[config.mk]
export PLATFORM = sky130hd
export DESIGN_NAME = rr_prio_arb_flat
export DESIGN_NICKNAME = d
export VERILOG_FILES = /design/src/rtl/rr_prio_arb_if.sv /design/src/rtl/rr_prio_arb.sv /design/src/flat_wrapper.sv
export SDC_FILE = /design/constraint.sdc
export NUM_CORES = 1
export LEC_CHECK = 0
export ABC_AREA = 1
export CORE_MARGIN = 2
export CORE_UTILIZATION = 51
export CTS_BUF_LIST = sky130_fd_sc_hd__clkbuf_8
export CTS_CLUSTER_DIAMETER = 200
export DETAILED_ROUTE_END_ITERATION = 10
export GPL_ROUTABILITY_DRIVEN = 0
export GPL_TIMING_DRIVEN = 0
export HOLD_SLACK_MARGIN = 0.15
export PLACE_DENSITY = 0.92
export SYNTH_ARGS = -nofsm -noshare
export SYNTH_HDL_FRONTEND = slang
export SYNTH_SLANG_ARGS = --single-unit
export TNS_END_PERCENT = 5
[constraint.sdc]
create_clock -name clk -period 1.9 [get_ports clk]
set_input_delay 0.19 -clock clk [delete_from_list [all_inputs] [get_ports clk]]
set_output_delay 0.19 -clock clk [all_outputs]
set_load 0.03 [all_outputs]
[src/rtl/rr_prio_arb_if.sv]
// Requester-side bundle for rr_prio_arb: level requests and done in, registered grant out.
// The master modport is the requester side, the slave modport is the arbiter side.
interface rr_prio_arb_if #(
    parameter int WIDTH = 8
);
    localparam int IDW = $clog2(WIDTH);

    logic [WIDTH-1:0] req;
    logic             done;
    logic [WIDTH-1:0] gnt;
    logic [IDW-1:0]   gnt_id;
    logic             gnt_vld;
    logic             timeout;

    modport master (
        output req,
        output done,
        input  gnt,
        input  gnt_id,
        input  gnt_vld,
        input  timeout
    );

    modport slave (
        input  req,
        input  done,
        output gnt,
        output gnt_id,
        output gnt_vld,
        output timeout
    );
endinterface

[src/rtl/rr_prio_arb.sv]
// N-way arbiter with a registered one-hot grant held until done, abort or hold timeout.
// Fixed-priority (bit 0 highest) or round-robin selection, chosen at elaboration.
module rr_prio_arb #(
    parameter int WIDTH    = 8,
    parameter int RR_MODE  = 1,
    parameter int MAX_HOLD = 0,
    parameter int IDW      = $clog2(WIDTH)
) (
    input  logic         clk,
    input  logic         rst_n,
    rr_prio_arb_if.slave bus
);
    localparam int CW = (MAX_HOLD > 0 && $clog2(MAX_HOLD + 1) > 1) ? $clog2(MAX_HOLD + 1) : 1;
    localparam logic [CW-1:0]    HOLD_LAST = CW'((MAX_HOLD > 0) ? MAX_HOLD - 1 : 0);
    localparam logic [WIDTH-1:0] ONE       = WIDTH'(1);
    localparam logic [IDW-1:0]   LAST_ID   = IDW'(WIDTH - 1);

    typedef enum logic {IDLE, BUSY} state_t;

    state_t           state;
    logic [WIDTH-1:0] gnt;
    logic [IDW-1:0]   gnt_id;
    logic             gnt_vld;
    logic             timeout;
    logic [CW-1:0]    cnt;
    logic [IDW-1:0]   ptr;

    logic [WIDTH-1:0] masked;
    logic [WIDTH-1:0] pick;
    logic [WIDTH-1:0] win_oh;
    logic [IDW-1:0]   win_id;
    logic             rel_done;
    logic             rel_abort;
    logic             rel_to;

    // Round-robin searches from ptr upward first, then wraps to the lowest request.
    always_comb begin
        masked = bus.req & ({WIDTH{1'b1}} << ptr);
        if (RR_MODE != 0 && masked != '0)
            pick = masked;
        else
            pick = bus.req;
        win_oh = pick & ~(pick - ONE);
        win_id = '0;
        for (int i = 0; i < WIDTH; i++)
            if (win_oh[i]) win_id = IDW'(i);
    end

    assign rel_done  = bus.done;
    assign rel_abort = ~|(bus.req & gnt);
    assign rel_to    = (MAX_HOLD != 0) && (cnt == HOLD_LAST);

    always_ff @(posedge clk or negedge rst_n) begin
        if (!rst_n) begin
            state   <= IDLE;
            gnt     <= '0;
            gnt_id  <= '0;
            gnt_vld <= 1'b0;
            timeout <= 1'b0;
            cnt     <= '0;
            ptr     <= '0;
        end else begin
            timeout <= 1'b0;
            case (state)
                IDLE: begin
                    if (bus.req != '0) begin
                        gnt     <= win_oh;
                        gnt_id  <= win_id;
                        gnt_vld <= 1'b1;
                        cnt     <= '0;
                        state   <= BUSY;
                    end
                end
                BUSY: begin
                    if (rel_done || rel_abort || rel_to) begin
                        gnt     <= '0;
                        gnt_id  <= '0;
                        gnt_vld <= 1'b0;
                        state   <= IDLE;
                        // done and abort take precedence, so a pulse means a pure timeout.
                        timeout <= !rel_done && !rel_abort;
                        if (RR_MODE != 0)
                            ptr <= (gnt_id == LAST_ID) ? '0 : gnt_id + 1'b1;
                    end else if (cnt != '1) begin
                        cnt <= cnt + 1'b1;
                    end
                end
                default: state <= IDLE;
            endcase
        end
    end

    assign bus.gnt     = gnt;
    assign bus.gnt_id  = gnt_id;
    assign bus.gnt_vld = gnt_vld;
    assign bus.timeout = timeout;
endmodule

[src/flat_wrapper.sv]
// flat-port wrapper written by rule: the top's interface ports become plain ports
module rr_prio_arb_flat 
#(
    parameter int WIDTH    = 8,
    parameter int RR_MODE  = 1,
    parameter int MAX_HOLD = 0,
    parameter int IDW      = $clog2(WIDTH)
)
  (clk, rst_n, bus_req, bus_done, bus_gnt, bus_gnt_id, bus_gnt_vld, bus_timeout);
  rr_prio_arb_if #(.WIDTH(WIDTH)) bus_i ();
  input  logic clk;
  input  logic rst_n;
  input wire logic [$bits(bus_i.req)-1:0] bus_req;
  input wire logic [$bits(bus_i.done)-1:0] bus_done;
  output wire logic [$bits(bus_i.gnt)-1:0] bus_gnt;
  output wire logic [$bits(bus_i.gnt_id)-1:0] bus_gnt_id;
  output wire logic [$bits(bus_i.gnt_vld)-1:0] bus_gnt_vld;
  output wire logic [$bits(bus_i.timeout)-1:0] bus_timeout;
  assign bus_i.req = bus_req;
  assign bus_i.done = bus_done;
  assign bus_gnt = bus_i.gnt;
  assign bus_gnt_id = bus_i.gnt_id;
  assign bus_gnt_vld = bus_i.gnt_vld;
  assign bus_timeout = bus_i.timeout;
  rr_prio_arb #(.WIDTH(WIDTH), .RR_MODE(RR_MODE), .MAX_HOLD(MAX_HOLD), .IDW(IDW)) u_core (.clk(clk), .rst_n(rst_n), .bus(bus_i));
endmodule
-- Word level (Yosys, flattened, before mapping)
Index checks and enable logic that the tools add are counted.
- word-level logic and storage cells: 49
- input port bits: 11
- register bits: 17
- output and inout bits: 13
- add/subtract/negate cells: 2
- bitwise logic cells: 5
- reduce and logical (&&, ||, !) cells: 9
- mux-type cells: 23
- equal/unequal tests: 3
- shift operators: 1
- operator list (cell ; count):
    2-to-1 mux 3 bit ; 9
    bitwise AND 8 bit ; 3
    2-to-1 mux 8 bit ; 3
    case mux 8 bit (2 select lines) ; 1
    nonzero test 8 bit ; 2
    NOT 8 bit ; 1
    OR reduction 8 bit ; 1
    << shifter 8 x 3 -> 8 bit (first input constant) ; 1
    subtractor 8 x 1 -> 8 bit (second input constant) ; 1
    2-to-1 mux 1 bit ; 7
    case mux 3 bit (2 select lines) ; 1
    case mux 1 bit (2 select lines) ; 2
    AND reduction 2 bit ; 2
    adder 3 x 1 -> 3 bit (second input constant) ; 1
    equality test 3 bit (second input constant) ; 1
    logical NOT 1 bit ; 2
    != test 2 x 1 -> 1 bit (second input constant) ; 1
    != test 2 bit (second input constant) ; 1
    logical AND 1 bit ; 1
    logical OR 1 bit ; 1
    NOT 1 bit ; 1

-- Longest topological paths before layout
Gate-level depths: netlist (run 1).
- depth after elaboration: 16
- depth in mapped cells: 14
- gate-level depth less buffers: 14

-- Worst setup path before layout (run 1)
Ideal clock, no wire load.
- path kind: reg-to-reg
- from: reg u_core.gnt[6], in the netlist u_core.bus.gnt[6]
- to: reg u_core.gnt[3], in the netlist u_core.bus.gnt[3]
- data required time: 1771 ps
- path slack: 274 ps
- setup time: 129 ps
- arrival time: 1497 ps
- cell stages (with the launch flop): 11
- buffers on the path: 0
- cell sequence: dfrtp_1 nand2_1 o21ai_0 a21oi_1 nand2_1 o21bai_1 nand2_1 nand2_1 inv_1 nand2_1 o21ai_0
- longest elaborated chain between the ends: 6
- ends and longest elaborated chain (item ; RTL line ; text):
    start: declaration ; rr_prio_arb.sv:21 ; logic [WIDTH-1:0] gnt;
    start signal: assignment ; rr_prio_arb.sv:67 ; gnt <= win_oh;
    bitwise AND 8 bit ; rr_prio_arb.sv:50 ; assign rel_abort = ~|(bus.req & gnt);
    OR reduction 8 bit ; rr_prio_arb.sv:50 ;
    logical NOT 1 bit ; rr_prio_arb.sv:50 ;
    logical OR 1 bit ; rr_prio_arb.sv:75 ; if (rel_done || rel_abort || rel_to) begin
    != test 2 bit (no source line) ; -- ;
    AND reduction 2 bit (no source line) ; -- ;
Every way passes these cells.
A chain may end at the register's enable or synchronous reset.

-- Final worst setup path (run 1)
- from: reg u_core.ptr[2]
- to: reg u_core.gnt_id[0], in the netlist u_core.bus.gnt_id[0]
- longest elaborated chain between the ends: 16
- ends and longest elaborated chain (item ; RTL line ; text):
    start: declaration ; rr_prio_arb.sv:26 ; logic [IDW-1:0] ptr;
    start signal: assignment ; rr_prio_arb.sv:83 ; ptr <= (gnt_id == LAST_ID) ? '0 : gnt_id + 1'b1;
    << shifter 8 x 3 -> 8 bit (*) ; rr_prio_arb.sv:38 ; masked = bus.req & ({WIDTH{1'b1}} << ptr);
    bitwise AND 8 bit (*) ; rr_prio_arb.sv:38 ;
    nonzero test 8 bit ; rr_prio_arb.sv:39 ; if (RR_MODE != 0 && masked != '0)
    2-to-1 mux 8 bit (*) ; rr_prio_arb.sv:39 ;
    subtractor 8 x 1 -> 8 bit ; rr_prio_arb.sv:43 ; win_oh = pick & ~(pick - ONE);
    NOT 8 bit ; rr_prio_arb.sv:43 ;
    bitwise AND 8 bit (*) ; rr_prio_arb.sv:43 ;
    2-to-1 mux 1 bit ; rr_prio_arb.sv:46 ; if (win_oh[i]) win_id = IDW'(i);
    2-to-1 mux 3 bit (5 in series) ; rr_prio_arb.sv:46 ;
    2-to-1 mux 3 bit (*) ; rr_prio_arb.sv:46 ;
    2-to-1 mux 3 bit (*) ; rr_prio_arb.sv:66 ; if (bus.req != '0) begin
    case mux 3 bit (2 select lines) (*) ; rr_prio_arb.sv:64 ; case (state)
    end signal: assignment ; rr_prio_arb.sv:68 ; gnt_id <= win_id;
    end: declaration ; rr_prio_arb.sv:22 ; logic [IDW-1:0] gnt_id;
Mark *: on every way between the ends. The rest lies on a longest branch, timed or not. The select of a mux whose other input is x is not followed.

==> results of run 1 <==
worst paths after layout:
kind / from / to / cells after the start / slack (ns)
setup / recovery: u_core.ptr[2]$_DFFE_PN0P_ / u_core.bus.gnt_id[0]$_DFFE_PN0P_ / 13 / 0.08
setup reg to reg: u_core.ptr[2]$_DFFE_PN0P_ / u_core.bus.gnt_id[0]$_DFFE_PN0P_ / 13 / 0.08
hold / removal: rst_n / u_core.bus.gnt_vld$_DFFE_PN0P_ / 1 / 0.36
min in group clk: u_core.bus.gnt_vld$_DFFE_PN0P_ / u_core.bus.gnt_vld$_DFFE_PN0P_ / 2 / 0.49
hold reg to reg: u_core.bus.gnt_vld$_DFFE_PN0P_ / u_core.bus.gnt_vld$_DFFE_PN0P_ / 2 / 0.49
max in group asynchronous: rst_n / u_core.ptr[1]$_DFFE_PN0P_ / 1 / 1.05
metal layers:
layer	vias up	GRT usage [%]	share of wire, %
met4	0	7.14	2.3
met3	10	3.70	7.6
met5	-	0	0
met2	59	39.7	49
li1	502	-	-
met1	502	30.7	41
critical path, stage by stage (launching register included):
cell     delay (ns)
dfrtp_2        0.46
nor2_2         0.14
nand2_1        0.10
nand2_2        0.10
nor2_4         0.05
nand3_1        0.09
nand2_2        0.07
nor2_4         0.17
nand2_2        0.10
nor2_4         0.17
nand2_2        0.08
nand2_1        0.08
nand2_1        0.06
nand2_1        0.07
layout make-up:
cell class	instances	area [um2]	share of cell area (%)
Inverter	19	71.3	5.21
Tap cell	27	33.8	2.47
Buffer	1	7.51	0.548
Timing Repair Buffer	22	220	16.1
Sequential cell	16	404	29.5
Multi-Input combinational cell	106	577	42.1
Clock buffer	4	55.1	4.02
cell usage after synthesis, drive strengths merged:
library cell  number
nand2             54
and2               1
inv               19
conb               1
nor2              12
nand3b             1
o21bai             1
o22ai              4
o31ai              2
nor4               1
dfrtp             16
nand3             12
o21ai              7
nand4              1
a21oi              7
buf                1
ha                 2
registers in the layout (all words and copies together), names as in the netlist:
register,count
u_core.bus.gnt_id,3
u_core.state,1
u_core.bus.gnt,8
u_core.ptr,3
u_core.bus.gnt_vld,1
cell families after synthesis:
family / count (synthesis) / synth area share [%]
adder cells (fa/ha/maj): 2 / 2.45
other: 1 / 0.367
AO/OA/AOI/OAI: 21 / 12.6
buffers and inverters: 20 / 7.72
flip-flops: 16 / 39.2
AND/OR/NAND/NOR: 82 / 37.6
stage by stage:
step | setup TNS [ns] | instance area (um2)
2_1_floorplan | 0 | 1020
3_3_place_gp | -0.956 | 1270
3_5_place_dp | -1.25 | 1270
4_1_cts | 0 | 1330
5_1_grt | -0.0947 | 1370
6_report | 0 | 1370
power by group through the flow:
stage	sequential, mW	combinational [mW]	clock [mW]
global placement	0.621	1.24	0
global route	0.668	1.50	0.322
CTS	0.623	1.30	0.297
floorplan	0.796	0.690	0
detailed placement	0.627	1.28	0
finish	0.651	1.39	0.294
==> impl_metrics.ini, run 1 <==
[outcome]
status = finished clean

[worst_setup_path]
arrival_ns = 2.00
crit_type = reg -> reg
start_kind = flop
crit_fanout = 6
worstPathRequired_ns = 2.08
end_kind = flop

[power_and_ir_drop]
p_comb_share_pct = 59.6
p_sw_share_pct = 49.8
clockPowerShare_pct = 12.6
power.total_mw = 2.34
leakagePower_nw = 0.669
p_int_mw = 1.17
switchingPower_mw = 1.16
vdd_ir_drop_max_uv = 1060
p_per_area_nw_per_um2 = 1710
p_seq_share_pct = 27.9

[sta]
worstMarginPinSlew_ns = 0.690
slew_headroom_pct = 53.9
period_needed_ns = 1.82
worst_slack_ns = 0.0820
rsz0062_at_grt = yes
hold_viol_final = 0
slew_violations = 0
clock.fmax_mhz = 550
setup_viol = 0
period_share_pct = 95.7
whs_ns = 0.360
finClkSkew_ns = 0.00448

[synthesis]
synthCells = 142
synth-seq-area-share_pct = 39.2
yosysUniqueCellTypes = 23
synth.avg_cell_area_um2 = 7.19
yosys_warnings = 0
synth.top_cell.area_share_pct = 39.2
syn_nets = 155
yosys.area.top_type = dfrtp_1
syn_area_um2 = 1020
ys_top_cells_by_area = dfrtp_1 (39%), nand2_1 (18%), inv_1 (7.0%)
ys_ff_latch = 16

[clock_tree]
cts_max_path_buffers = 2
post_cts_resized = 0
h-tree-depth = 1
cts_made_buffers = 3
cts_num_sinks = 16
clock_latency_ns = 0.25
cts_tree = done
cts_setup_buffers = 0
clk_pin_slew_ns = 0.06
cts_hold_buf = 0
cts-root-buf = clkbuf_8

[finish]
n_antenna_cell = 0
layout_common_cells = nand2_1 (42), clkdlybuf4s50_1 (22), inv_1 (18)
areaGrowthSynthToFinish_pct = 34.1
layout.cells.most_common = nand2_1
drive_gt1_share_pct = 19.0
instances_no_fill = 195
final_nets = 182
fillers = 152
fin_util_pct = 71.2

[floorplanning]
core_um2 = 1920
io_pins = 24
rows = 16
die_h_um = 48.7
die_area_um2 = 2380
start_util_pct = 53.1
fp.dieW_um = 48.7

[global_route]
grt_use_total_pct = 23.4
antenna_found_initial = 0
grt_start_max_net_pins = 17
grt_pass1_wl_mm = 4.41
gr-total-overflow = 0
first_global_vias = 1015

[route]
wl_per_cell_um = 14.1
dr_total_vias = 1073
drt_iter0_drc = 70
detail_route.vias_per_cell = 5.50
routed_wl_mm = 2.74
detail-route-antenna-nets = 0
remaining_drc_errors = 0
firstDrtPassIters = 4

[place]
place.detailed.hpwl_mm = 1.96
io_buffer_count = 22
placedCellCount = 191
detailedPlace.worstSlack_ns = -0.225

[hold_path]
hold_class = in -> async

[flow_run]
max-cap-violations = 0
(Power assumes the default switching activity.)
==> run 2: changes to the inputs <==
- CTS_CLUSTER_SIZE: default -> 28
==> results of run 2 <==
The final DEF is identical to that of run 1; final timing and power are the same.
==> run 3: changes to the inputs <==
- CORE_UTILIZATION: 51 -> 40
- PLACE_DENSITY: 0.92 -> 0.77
==> run 3 against run 2 <==
- sequential cell count unchanged
- setup slack better by 0.037 ns
- highest routed layer unchanged
- routed wire length up 1.0%
- critical endpoint is now u_core.bus.gnt_id[2]$_DFFE_PN0P_
- largest cell class unchanged
- cell area down 0.37%
- clock power down 15%
- register-to-register slack better by 0.04 ns
- die area up 25%
==> impl_metrics.ini, run 3 (synthesis gave the netlist of run 1 again) <==
[worst_setup_path]
crit_fanout = 6
end_kind = flop
crit_type = reg -> reg
r2r-start = u_core.ptr[2]$_DFFE_PN0P_
start_kind = flop
startpoint = u_core.ptr[2]$_DFFE_PN0P_
worstPathRequired_ns = 2.03
worstSetupEndpoint = u_core.bus.gnt_id[2]$_DFFE_PN0P_
reg2reg_slack_ns = 0.12
reg2reg_depth = 13
reg2reg_to = u_core.bus.gnt_id[2]$_DFFE_PN0P_
arrival_ns = 1.91

[finish]
layout_common_cells = nand2_1 (46), clkdlybuf4s50_1 (22), inv_1 (19)
multi_input_area_um2 = 561
n_antenna_cell = 0
fillers = 221
largest_reg_flops = 8
layout.cells.most_common = nand2_1
instances_no_fill = 200
largestRegisters = u_core.bus.gnt x8, u_core.bus.gnt_id x3, u_core.ptr x3
drive_gt1_share_pct = 17.6
seq_area_um2 = 403
final_nets = 185
fin_util_pct = 55.6
areaGrowthSynthToFinish_pct = 33.6
top_register = u_core.bus.gnt

[place]
io_buffer_count = 22
place.detailed.hpwl_mm = 2.10
detailedPlace.worstSlack_ns = -0.181
placedCellCount = 194

[power_and_ir_drop]
p_comb_share_pct = 61.1
p_sw_share_pct = 49.7
p_seq_share_pct = 28.1
leakagePower_nw = 0.673
p_per_area_nw_per_um2 = 1700
vdd_ir_drop_max_uv = 1130
switchingPower_mw = 1.15
p_int_mw = 1.16
clockPowerShare_pct = 10.8

[sta]
setup_tns_ns = 0
clock.fmax_mhz = 561
worstMarginPinSlew_ns = 0.705
slew_headroom_pct = 52.8
setup_viol = 0
slew_violations = 0
hold_viol_final = 0
period_share_pct = 93.7
period_needed_ns = 1.78
rsz0062_at_grt = yes
worst_slack_ns = 0.119
finClkSkew_ns = 0.000547

[hold_path]
hold_class = in -> async

[clock_tree]
cts_made_buffers = 3
clk_pin_slew_ns = 0.06
cts_hold_buf = 0
cts-root-buf = clkbuf_8
clock_latency_ns = 0.24
cts_num_sinks = 16
h-tree-depth = 1
cts_tree = done
cts_max_path_buffers = 2

[global_route]
gr-total-overflow = 0
first_global_vias = 954
grt_pass1_wl_mm = 4.21
grt_use_total_pct = 19.9
grt_start_max_net_pins = 17
antenna_found_initial = 0

[floorplanning]
fp.dieW_um = 54.5
io_pins = 24
die_h_um = 54.5
core_um2 = 2450
die_area_um2 = 2970
rows = 18
start_util_pct = 41.6

[route]
wl_per_cell_um = 13.8
drt_iter0_drc = 34
routed_wl_mm = 2.77
detail_route.vias_per_cell = 5.19
remaining_drc_errors = 0
dr_total_vias = 1038
firstDrtPassIters = 4
detail-route-antenna-nets = 0

[outcome]
status = finished clean

[flow_run]
max-cap-violations = 0
## run 3: cell types whose count changed in the layout (fill, tap and decap cells not counted), sizes merged
cell / before / now
clkbuf: 4 / 3
buf: 1 / 4
## run 3: power by group through the flow
| stage | clock network, mW | logic (mW) | registers (mW) |
|---|---|---|---|
| floorplan | 0 | 0.690 | 0.796 |
| global placement | 0 | 1.26 | 0.624 |
| detailed placement | 0 | 1.30 | 0.631 |
| CTS | 0.257 | 1.30 | 0.628 |
| global route | 0.271 | 1.54 | 0.667 |
| finish | 0.250 | 1.41 | 0.649 |
## run 3: timing repair
action                                  4_1_cts  5_1_grt
resized for setup                             0        8
endpoints found under the hold margin         0        0
endpoints found under the setup margin        0        8
buffers inserted                              0        3
## run 3: layer usage
layer / vias to the layer above / GRT usage, % / share of wire (%) / wire length (um)
met5: - / 0 / 0 / 0
met4: 0 / 5.83 / 0.87 / 24
met3: 2 / 3.01 / 5.1 / 140
met2: 32 / 31.9 / 48 / 1320
met1: 495 / 27.6 / 46 / 1290
li1: 509 / - / - / -
## run 3: stage by stage
| stage | power [mW] | area (um2) | hold WS [ns] |
|---|---|---|---|
| 4_1_cts | 2.19 | 1320 | 0.391 |
| 6_report | 2.31 | 1360 | 0.370 |
| 2_1_floorplan | 1.49 | 1020 | -0.106 |
| 5_1_grt | 2.48 | 1360 | 0.439 |
| 3_5_place_dp | 1.93 | 1280 | 0.488 |
| 3_3_place_gp | 1.88 | 1280 | 0.458 |
## run 3: area by class of cell
type	count	area share, %
plain buffers	1	0.550
clock buffers	3	3.03
inverters	19	5.23
multi-input cells	106	41.1
flip-flops and latches	16	29.5
well taps	30	2.75
repair buffers	25	17.8
## run 3: how the worst min path moves through the flow
stage	to	cells after the start	slack (ns)
5_1_grt	u_core.state$_DFF_PN0_	1	0.44
2_1_floorplan	u_core.bus.gnt[0]$_DFFE_PN0P_	0	-0.11
6_report	u_core.bus.gnt[5]$_DFFE_PN0P_	1	0.37
3_5_place_dp	u_core.bus.gnt_vld$_DFFE_PN0P_	2	0.49
3_3_place_gp	u_core.bus.gnt_vld$_DFFE_PN0P_	2	0.46
4_1_cts	u_core.ptr[2]$_DFFE_PN0P_	1	0.39
## run 3: critical path, cell delays in order (launching register included)
cell	delay [ns]
dfrtp_1	0.43
inv_1	0.12
nand3_2	0.10
nand2_1	0.07
nor2_2	0.22
nand3_1	0.13
nand2_2	0.12
nor2_4	0.06
nand2_2	0.09
inv_1	0.06
o21ai_0	0.08
nand2_1	0.07
nand2_1	0.07
nand2_1	0.06
